### src/rtl/label_rev_lut.sv
// Reverse branch-target table: maps a stored PC back to the lowest label holding it.
// Loaded one (label, pc) pair per cycle; searched one entry per cycle behind a valid/ready handshake.
//
// state  | meaning
// S_IDLE | waiting for a request, req_ready high
// S_SCAN | comparing entry r_idx against the latched PC
// S_DONE | response held on rsp_* until rsp_ready
module label_rev_lut #(
    parameter int LABEL_W = 8,
    parameter int PC_W    = 12,
    parameter int DEPTH   = 64
) (
    input  logic               clk,
    input  logic               reset_n,
    input  logic               clear,
    input  logic               wr_en,
    input  logic [LABEL_W-1:0] wr_label,
    input  logic [PC_W-1:0]    wr_pc,
    output logic               wr_err,
    input  logic               req_valid,
    input  logic [PC_W-1:0]    req_pc,
    output logic               req_ready,
    output logic               rsp_valid,
    input  logic               rsp_ready,
    output logic               rsp_hit,
    output logic [LABEL_W-1:0] rsp_label,
    output logic               busy
);

    localparam int                 IDX_W    = (DEPTH > 1) ? $clog2(DEPTH) : 1;
    localparam logic [LABEL_W:0]   DEPTH_L  = (LABEL_W+1)'(DEPTH);
    localparam logic [IDX_W-1:0]   LAST_IDX = IDX_W'(DEPTH - 1);

    typedef enum logic [1:0] {S_IDLE, S_SCAN, S_DONE} state_t;

    state_t               r_state;
    logic [PC_W-1:0]      r_pc [DEPTH];
    logic [DEPTH-1:0]     r_valid;
    logic [PC_W-1:0]      r_req_pc;
    logic [IDX_W-1:0]     r_idx;
    logic                 r_rsp_valid;
    logic                 r_rsp_hit;
    logic [LABEL_W-1:0]   r_rsp_label;
    logic                 r_wr_err;

    logic                 w_wr_ok;
    logic [IDX_W-1:0]     w_wr_idx;
    logic                 w_match;

    assign w_wr_ok  = wr_en && ({1'b0, wr_label} < DEPTH_L);
    assign w_wr_idx = wr_label[IDX_W-1:0];
    assign w_match  = r_valid[r_idx] && (r_pc[r_idx] == r_req_pc);

    // PC storage carries no reset; an entry is only meaningful once its valid bit is set.
    always_ff @(posedge clk) begin
        if (w_wr_ok)
            r_pc[w_wr_idx] <= wr_pc;
    end

    always_ff @(posedge clk or negedge reset_n) begin
        if (!reset_n) begin
            r_valid  <= '0;
            r_wr_err <= 1'b0;
        end else begin
            r_wr_err <= wr_en && !w_wr_ok;
            if (clear)
                r_valid <= '0;
            else if (w_wr_ok)
                r_valid[w_wr_idx] <= 1'b1;
        end
    end

    always_ff @(posedge clk or negedge reset_n) begin
        if (!reset_n) begin
            r_state     <= S_IDLE;
            r_req_pc    <= '0;
            r_idx       <= '0;
            r_rsp_valid <= 1'b0;
            r_rsp_hit   <= 1'b0;
            r_rsp_label <= '0;
        end else begin
            case (r_state)
                S_IDLE: begin
                    if (req_valid) begin
                        r_req_pc <= req_pc;
                        r_idx    <= '0;
                        r_state  <= S_SCAN;
                    end
                end
                S_SCAN: begin
                    if (w_match) begin
                        r_rsp_hit   <= 1'b1;
                        r_rsp_label <= LABEL_W'(r_idx);
                        r_rsp_valid <= 1'b1;
                        r_state     <= S_DONE;
                    end else if (r_idx == LAST_IDX) begin
                        r_rsp_hit   <= 1'b0;
                        r_rsp_label <= '0;
                        r_rsp_valid <= 1'b1;
                        r_state     <= S_DONE;
                    end else begin
                        r_idx <= r_idx + 1'b1;
                    end
                end
                S_DONE: begin
                    if (rsp_ready) begin
                        r_rsp_valid <= 1'b0;
                        r_state     <= S_IDLE;
                    end
                end
                default: r_state <= S_IDLE;
            endcase
        end
    end

    assign req_ready = (r_state == S_IDLE);
    assign busy      = (r_state != S_IDLE);
    assign rsp_valid = r_rsp_valid;
    assign rsp_hit   = r_rsp_hit;
    assign rsp_label = r_rsp_label;
    assign wr_err    = r_wr_err;

endmodule

### config.mk
export PLATFORM = sky130hd
export DESIGN_NAME = label_rev_lut
export DESIGN_NICKNAME = d
export VERILOG_FILES = /design/src/rtl/label_rev_lut.sv
export SDC_FILE = /design/constraint.sdc
export NUM_CORES = 1
export LEC_CHECK = 0
export ABC_AREA = 1
export ABC_CLOCK_PERIOD_IN_PS = 5120
export CORE_AREA = 2 2 247 249
export DETAILED_ROUTE_END_ITERATION = 10
export DIE_AREA = 0 0 249 251
export PLACE_DENSITY_LB_ADDON = 0.15
export SLEW_MARGIN = 20
export SYNTH_ARGS = -nofsm -noshare
export SYNTH_HDL_FRONTEND = slang
export SYNTH_SLANG_ARGS = --single-unit
### constraint.sdc
create_clock -name clk -period 5.12 [get_ports clk]
set_clock_uncertainty 0.05 [all_clocks]
set_input_delay 0.512 -clock clk [delete_from_list [all_inputs] [get_ports clk]]
set_output_delay 0.512 -clock clk [all_outputs]
set_load 0.01 [all_outputs]
-- Yosys cells after proc, flatten, opt, wreduce, memory -nomap -nowiden
Memories as Yosys holds them, arrays and structs flattened.
Index checks and enable logic that the tools add are counted.
- bits in registers: 95
- RAM bits: 768
- input bits: 38
- logic and storage cells: 65
- memories kept: 1
- memory list (memory ; depth ; bits a word ; rd ports ; clocked after memory_dff ; wr ports ; RTL line ; RTL):
    r_pc ; 64 ; 12 ; 1 ; 0 ; 1 ; 37 ; logic [PC_W-1:0] r_pc [DEPTH];
- $add $sub $neg: 1
- $lt $le $gt $ge: 4
- eq/ne operators: 9
- multiplexer cells: 25
- bitwise operators: 1
- reduce and logical (&&, ||, !) cells: 16
- operators by type and width (kind ; count):
    $mux 64 ; 2
    $or 64x64->64 ; 1
    $mux 6 ; 3
    $mux 8 ; 2
    $lt 6x7->1 const B ; 2
    $eq 12x12->1 ; 1
    $pmux 6 s2 ; 1
    $reduce_bool 2->1 ; 5
    $mux 1 ; 9
    $lt 8x7->1 const B ; 1
    $mux 2 ; 4
    $ne 2x2->1 const B ; 4
    $add 6x1->6 const B ; 1
    $bmux 1 s6 ; 1
    $demux 1 s6 ; 1
    $eq 6x6->1 const B ; 1
    $ge 6x1->1 const B ; 1
    $pmux 2 s3 ; 1
    $reduce_and 3->1 ; 2
    $logic_and 1x1->1 ; 4
    $reduce_and 2->1 ; 2
    $reduce_and 4->1 ; 1
    $ne 3x3->1 const B ; 1
    $eq 2x1->1 const B ; 1
    other kinds (4) ; 4

-- Longest topological paths before layout
Gate-level depths: netlist (run 1).
- depth after elaboration: 7
- depth in mapped cells: 24
- mapped depth without buffers: 21

-- Worst setup path after synthesis (run 1)
OpenSTA, ideal clock, no wires.
- path kind: input to register
- start: input port wr_label[6]
- end: memory r_pc[15][0], enable pin
- data arrival time: 1.935 ns
- data required time: 4.688 ns
- path slack: 2.753 ns
- stages on the path: 7
- buffers on the path: 0
- cell sequence: nor3_1 -> inv_1 -> nor2_1 -> inv_1 -> nor3_1 -> inv_1 -> nor2_1
- cells in the longest elaborated chain, start to end: 4
- RTL lines (what ; RTL line ; RTL):
    from (decl) ; 17 ; input logic [LABEL_W-1:0] wr_label,
    $lt 8x7->1 ; 50 ; assign w_wr_ok = wr_en && ({1'b0, wr_label} < DEPTH_L);
    $logic_and 1x1->1 ; 50 ;
    $mux 1 ; 56 ; if (w_wr_ok)
    $mux 1 (not written as such) ; 57 ; r_pc[w_wr_idx] <= wr_pc;
    to (decl) ; 37 ;
No other way between the ends.

-- Final worst setup path (run 1)
- start: register r_idx[1]
- end: register r_rsp_hit, in the netlist rsp_hit
- cells in the longest elaborated chain, start to end: 5
- RTL lines (what ; RTL line ; RTL):
    from (decl) ; 40 ; logic [IDX_W-1:0] r_idx;
    from (signal assigned) ; 102 ; r_idx <= r_idx + 1'b1;
    $mem_v2 64x12 / $bmux 1 s6 (equally long branches) ; n/a ;
    $eq 12x12->1 / $mux 1 (equally long branches) ; 52 ; assign w_match = r_valid[r_idx] && (r_pc[r_idx] == r_req_pc);
    $logic_and 1x1->1 ; 52 ;
    $reduce_bool 2->1 (no source line) ; n/a ;
    $reduce_and 2->1 (no source line) ; n/a ;
    to (signal assigned) ; 79 ; r_rsp_hit <= 1'b0;
    to (signal assigned) ; 92 ; r_rsp_hit <= 1'b1;
    to (signal assigned) ; 97 ; r_rsp_hit <= 1'b0;
    to (decl) ; 42 ; logic r_rsp_hit;
Several ways; a longest one is shown, not always the timed one. The select of a mux whose other input is x is not followed.
A chain may end at the register's enable or synchronous reset.

==> out/results.ini, run 1 <==
[clock_network]
cts_sinks = 861
htreeDepth = 3
cts_made_buffers = 85
insertion_delay_ns = 0.63
postCtsSetupBuffers = 0
clk_pin_slew_ns = 0.06
tritoncts = built
cts-root-buf = clkbuf_16
cts.path.max_buffers = 3

[setup_path]
r2r-start = r_idx[1]$_DFFE_PN0P_
cp.arrival_ns = 4.20
critPathKind = reg2reg
rr_worst_depth = 19
r2r_end = rsp_hit$_DFFE_PN0P_
cp-start-kind = flip-flop
crit_required_ns = 5.58
r2r_slack_ns = 1.38
path_max_fanout = 49
critPathCaptureType = flip-flop
crit_start = r_idx[1]$_DFFE_PN0P_

[sta]
max_freq_mhz = 267
rsz0062_at_grt = no
tightest_slew_ns = 1.04
setup_viol = 0
finalCritPeriodShare_pct = 73.0
setup_tns_ns = 0
maxSlewHeadroom_pct = 30.4
drv_slew = 0
fin_crit_ns = 3.74
finalHoldViolCount = 0

[floorplanning]
ios = 51
die_y_um = 251
fp.dieW_um = 249
core_region_area_um2 = 59800
die_area_um2 = 62500
floorplan.initialDensity_pct = 60.4
row_count = 90

[global_route]
grt_pass1_vias = 24600
grt_antenna_before_repair = 1
grt_max_degree = 176
grt.overflow.total = 0
grt_pass1_wl_um = 144000
grt_use_total_pct = 30.2

[power_and_ir_drop]
ir_drop_v = 0.000440
total_power_mw = 21.0
leakage_nw = 15.6
powerDensity_nw_per_um2 = 524

[synth]
synth-simple-area-share_pct = 23.6
synth-xor-area-share_pct = 0
ys.warnings.count = 0
syn_avg_cell_area_um2 = 10.7
synth_area_leaders = edfxtp_1 (64%), nand2_1 (12%), nand3_1 (7.8%)
synth_edf_count = 768
seq_area_frac_synth_pct = 70.3
synth_top_family_by_area = simple AND/OR/NAND/NOR gates
synth-adder-area-share_pct = 0.0346
synth_top_area_share_pct = 63.8
postSynthCellCount = 3377
synthMuxAreaShare_pct = 0.0623
synth_top_flop_cell = edfxtp_1
async_reset_ff_share_pct = 10.8
synth_compound_area_share_pct = 1.49
synth_area_leader_cell = edfxtp_1
synthesis.area_um2 = 36100
ys_ff_latch = 861
synth.distinct_cells = 32

[place]
port_buffers = 48
routabilityCongestion = 0.934
place_area_um2 = 37300
dp_hpwl_um = 52400

[finish]
final_area_um2 = 40100
finalNetCount = 3458
num_antenna_cells = 0
final_layout_size_suffix_gt1_share_pct = 7.51
area_delta_synth_final_pct = 11.0

[hold_path]
worstHoldPathType = in2reg
hp-start = wr_pc[6]
hold_end = r_pc[58][6]$_DFFE_PP_
whs_path_depth = 1

[drt]
first_pass_iters = 6
drt_iter0_markers = 3221
routed_wl_um = 93700
drc_errors = 0
num_vias = 25200
routedWlPerCell_um = 21.9
routed_via_density = 5.90
drtAntennaViolNets = 0

[run_status]
status = finished clean

[flow_run]
drv_cap = 0

## metal layers
| metal | global-route usage, % | wire length [um] | vias up |
|---|---|---|---|
| met2 | 48.6 | 44400 | 1348 |
| met4 | 12.0 | 3550 | 2 |
| li1 | - | - | 11500 |
| met1 | 41.9 | 37000 | 12200 |
| met3 | 4.86 | 8660 | 222 |
| met5 | 0 | 10 | - |
## kinds of logic (layout without fill, tap and decap cells)
kind of cell / after synthesis / in the layout
adders and majority gates: 1 / 1
and+or+nand+nor: 2063 / 2063
DFF: 861 / 861
other: 1 / 2
AOI/OAI and AO/OA: 101 / 101
buffers and inverters: 348 / 457
muxes: 2 / 2
## registers in the layout (all words and copies together) (netlist names)
| register | cells |
|---|---|
| r_pc | 768 |
| r_valid | 64 |
| r_req_pc | 12 |
| r_idx | 6 |
| rsp_label | 6 |
| r_state | 2 |
| rsp_hit | 1 |
| rsp_valid | 1 |
| wr_err | 1 |
## report_power, final
| part | internal [mW] | total, mW | switching [mW] |
|---|---|---|---|
| registers | 7.75 | 8.00 | 0.255 |
| clock network | 3.65 | 6.20 | 2.55 |
| logic | 1.93 | 6.82 | 4.90 |
| total | 13.3 | 21.0 | 7.70 |
## synth_stat cells (4+ instances only)
cell type,instances
buf_4,33
o211ai_1,8
inv_2,4
buf_2,96
or2_2,7
o21ai_0,41
o21ai_1,25
buf_6,10
nor3_1,10
nor2_1,340
dfrtp_1,93
inv_1,147
a21oi_1,22
edfxtp_1,768
buf_1,19
nand3_1,561
clkbuf_1,34
nand2_1,1133
o31ai_1,4
## through the flow
| stage | cells | worst slack, ns | hold slack (ns) | util (%) |
|---|---|---|---|---|
| 3_5_place_dp | 4113 | 1.47 | 0.413 | 62.4 |
| 4_1_cts | 4269 | 1.45 | 0.160 | 67.1 |
| 2_1_floorplan | 3378 | 2.75 | 0.166 | - |
| 3_3_place_gp | 4113 | 1.50 | 0.411 | 62.4 |
| 5_1_grt | 4269 | 1.10 | 0.183 | 67.1 |
| 6_report | 4269 | 1.38 | 0.193 | 67.1 |
## cell type report
type | count | area, um2
clock buffer | 117 | 2380
clock inverter | 38 | 383
fill | 4418 | 19700
inverter | 155 | 601
multi-input combinational | 2169 | 9130
sequential | 861 | 25400
tap | 782 | 978
timing repair buffer | 147 | 1250
## worst max-delay path by stage
stage / endpoint / slack [ns] / cells past startpoint
after floorplan: r_pc[15][0]$_DFFE_PP_ / 2.75 / 7
after global placement: rsp_hit$_DFFE_PN0P_ / 1.50 / 19
after detailed placement: rsp_label[2]$_DFFE_PN0P_ / 1.47 / 17
after CTS: rsp_label[2]$_DFFE_PN0P_ / 1.45 / 19
after global routing: rsp_label[2]$_DFFE_PN0P_ / 1.10 / 19
final: rsp_hit$_DFFE_PN0P_ / 1.38 / 19
## placed cells by master, fill, tap and decap left out, types with 14 or more instances in the layout
cell type,count
nand3_1,561
buf_4,92
clkdlybuf4s50_1,34
o21ai_0,41
clkinv_2,14
a21oi_1,22
clkbuf_1,23
inv_1,146
clkbuf_16,89
clkinv_1,17
dfrtp_1,89
edfxtp_1,768
o21ai_1,25
nor2_1,334
nand2_1,1133
## worst max-delay path: stages (launching register included)
cell and delay (ns):
dfrtp_4 0.74, inv_6 0.50, buf_4 0.52, nand3_1 0.13, nand3_1 0.10, nand2_1 0.07, nand2_1 0.07, nand3_1 0.22
nand3_1 0.17, nand2_1 0.07, nand2_1 0.06, nand2_1 0.05, nor2_1 0.10, nand2_1 0.08, nor2_2 0.12, nand2_4 0.10
nand2_2 0.07, nand2_2 0.11, nand2_1 0.13, o21ai_1 0.07
## repair_timing
action / in CTS / in global routing
resized for setup: 0 / 0
endpoints found under the hold margin: 39 / 0
hold buffers: 1 / 0
(Power assumes the default switching activity.)
==> run 2: changes to the inputs <==
ABC_CLOCK_PERIOD_IN_PS = 3100   (was 5120)
CORE_AREA = 2 2 258 260   (was 2 2 247 249)
DIE_AREA = 0 0 260 262   (was 0 0 249 251)
clock period = 3.1 ns   (was 5.12 ns; I/O delays follow)
==> run 2 against run 1 <==
First-iteration DRC count up 2.0%. Fmax up 22%. Sequential power up 62%. Critical path depth up 3. Total power up 84%. Routed wire length up 9.8%. Clock power up 82%. Sequential share of layout area down 3.5 points. Cell area up 5.8%. Register-to-register slack worse by 1.3 ns. Setup slack worse by 1.3 ns. Global-route usage down 1.1 points. Critical path type unchanged. Largest cell class unchanged. Highest routed layer is now met4.
==> out/results.ini, run 2 (synthesis results as in run 1) <==
[place]
port_buffers = 48  ; unchanged
routabilityCongestion = 0.891  ; -4.6%
dp_hpwl_um = 58700  ; +12%
preCtsSetupSlack_ns = -0.0566  ; -1.53 ns

[power_and_ir_drop]
leakage_nw = 16.7  ; +6.8%
power.switching_mw = 14.2  ; +84%
ir_drop_v = 0.000602  ; +37%
internal_power_mw = 24.5  ; +84%
combPwrFrac_pct = 37.3  ; +4.9 points
p_seq_share_pct = 33.5  ; -4.6 points
total_power_mw = 38.7  ; +84%
power_frac_clock_pct = 29.2  ; -0.3 points
p_sw_share_pct = 36.6  ; about the same
powerDensity_nw_per_um2 = 912  ; +74%

[setup_path]
crit_chain = buf_12 -> buf_12 -> clkbuf_16 -> clkbuf_16 -> nand2_1 -> nand3_1 -> nand3_1 -> nand3_1 -> nand2_1 -> nand2_1 -> nand2_2 -> inv_2 -> nand3_1 -> nand2_1 -> nor2_2 -> nand2_1 -> nor2_2 -> nand2_4 -> nand3_4 -> nand2_4 -> nand2_2 -> nand2_1
cp-start-kind = flip-flop
critical_path_buf_inv_count = 5  ; +3
cp.arrival_ns = 3.53  ; -0.67 ns
cpPeakStageDelay_ns = 0.51  ; -0.23 ns
crit_required_ns = 3.57  ; -2.01 ns
critPathSlowestCell = dfrtp_4
r2r-start = r_idx[0]$_DFFE_PN0P_
crit_top_cell = nand2_1
path_max_fanout = 17  ; -65%
crit_start = r_idx[0]$_DFFE_PN0P_
critPathCaptureType = flip-flop
cp_top_family = simple AND/OR/NAND/NOR gates
critPathKind = reg2reg

[finish]
mostFrequentLayoutCells = nand2_1 (1116), edfxtp_1 (768), nand3_1 (527)
num_antenna_cells = 0  ; unchanged
finalNetCount = 3557  ; +2.9%
final_layout_size_suffix_gt1_share_pct = 11.9  ; +4.4 points
largest-register = r_pc
final.fill_count = 4983  ; +13%
largest_reg_flops = 768  ; unchanged
area_delta_synth_final_pct = 17.5
largest_registers = r_pc x768, r_valid x64, r_req_pc x12
mostFrequentLayoutCell = nand2_1

[sta]
fin_ws_ns = 0.0443  ; -1.34 ns
maxSlewHeadroom_pct = 25.4  ; -5.0 points
rsz0062_at_grt = yes
tightest_slew_ns = 1.12  ; +0.0788 ns
fin_crit_ns = 3.06  ; -0.683 ns
max_freq_mhz = 327  ; +22%
finalCritPeriodShare_pct = 98.6  ; +26 points
drv_slew = 0  ; unchanged
setup_viol = 0  ; unchanged
finalHoldViolCount = 0  ; unchanged

[drt]
drt_iter0_markers = 3286  ; +2.0%
drc_errors = 0  ; unchanged
routed_wl_um = 103000  ; +9.8%
routed_via_density = 5.74  ; -2.9%
num_vias = 25600  ; +1.5%
first_pass_iters = 6  ; unchanged
routedWlPerCell_um = 23.1  ; +5.1%
drtAntennaViolNets = 0  ; unchanged

[run_status]
status = finished clean

[floorplanning]
die_y_um = 262  ; +4.4%
core_region_area_um2 = 65300  ; +9.2%
floorplan.initialDensity_pct = 55.4  ; -5.1 points
die_area_um2 = 68100  ; +9.0%
fp.dieW_um = 260  ; +4.4%
ios = 51  ; unchanged
row_count = 94  ; +4.4%

[global_route]
grt.overflow.total = 0  ; unchanged
grt_use_total_pct = 29.1  ; -1.1 points
grt_max_degree = 113  ; -36%
grt_pass1_vias = 24000  ; -2.6%
grt_antenna_before_repair = 0  ; -1
grt_pass1_wl_um = 148000  ; +2.7%

[clock_network]
htreeDepth = 3  ; unchanged
cts_made_buffers = 89  ; +4.7%
tritoncts = built
cts.path.max_buffers = 3  ; unchanged
clk_pin_slew_ns = 0.06  ; about the same
cts-root-buf = clkbuf_16
insertion_delay_ns = 0.64  ; about the same
cts_sinks = 861  ; unchanged

[hold_path]
hp-start = wr_pc[8]
worstHoldPathType = in2reg

[flow_run]
drv_cap = 0  ; unchanged

[run 2: cell types whose count changed in the layout (fill, tap and decap cells not counted), sizes merged]
cell / change
inv: +4
bufinv: +9
clkinvlp: +3
clkinv: +8
buf: +77
clkbuf: +5
dlygate4sd3: +2
[run 2: layer usage]
metal / part of all wire [%] / vias up / GRT usage, % / routed length (um)
met5: 0 / - / 0 / 0
met4: 3.4 / 0 / 10.5 / 3530
met3: 8.3 / 179 / 3.76 / 8510
met2: 47 / 1214 / 46.2 / 48500
met1: 41 / 12500 / 41.8 / 42300
li1: - / 11700 / - / -
[run 2: path summary, 6_finish.rpt]
kind,endpoint,slack [ns],cells past startpoint
max in group asynchronous,r_valid[46]$_DFFE_PN0P_,1.84,3
min in group asynchronous,rsp_valid$_DFFE_PN0P_,0.32,2
min,r_pc[17][8]$_DFFE_PP_,0.09,1
min reg2reg,rsp_label[5]$_DFFE_PN0P_,0.42,2
max,r_idx[0]$_DFFE_PN0P_,0.04,22
max reg2reg,r_idx[0]$_DFFE_PN0P_,0.04,22
[run 2: metrics by stage]
stage	std cells	hold slack, ns	utilization [%]	TNS, ns	cell area, um2
after global placement	4253	0.411	58.6	-0.213	38300
after detailed placement	4253	0.414	58.6	-0.519	38300
final	4459	0.0864	65.0	0	42400
after floorplan	3378	-0.0356	-	0	36100
after CTS	4428	0.0580	63.6	0	41500
after global routing	4459	0.0910	65.0	-0.930	42400
[run 2: timing repair]
item | CTS | global route
gates cloned | 1 | 19
hold endpoints to repair | 72 | 0
hold buffers | 3 | 0
gates resized for setup | 4 | 99
pin swaps | 0 | 25
buffers inserted | 3 | 13
endpoints found under the setup margin | 13 | 16
[run 2: cell type report]
type                       instances  area [um2]  area share, %
clock buffer                     108        2350           5.54
clock inverter                    60         761           1.79
inverter                         155         619           1.46
multi-input combinational       2169        9360           22.1
sequential                       861       25400           59.8
tap                              864        1080           2.55
timing repair buffer             240        2840           6.69
timing repair inverter             2        32.5         0.0766
[run 2: power by group through the flow]
stage	sequential [mW]	combinational, mW	clock [mW]
floorplan	13.1	8.11	0
global placement	13.2	12.3	0
detailed placement	13.2	12.4	0
CTS	13.0	12.6	11.4
global route	13.0	15.6	11.9
finish	13.0	14.4	11.3
[run 2: worst register-to-register path, delay by kind of cell, from the launching register on]
family | cells | cell delay, ns
and+or+nand+nor | 17 | 1.67
buffers and inverters | 5 | 0.72
DFF | 1 | 0.51
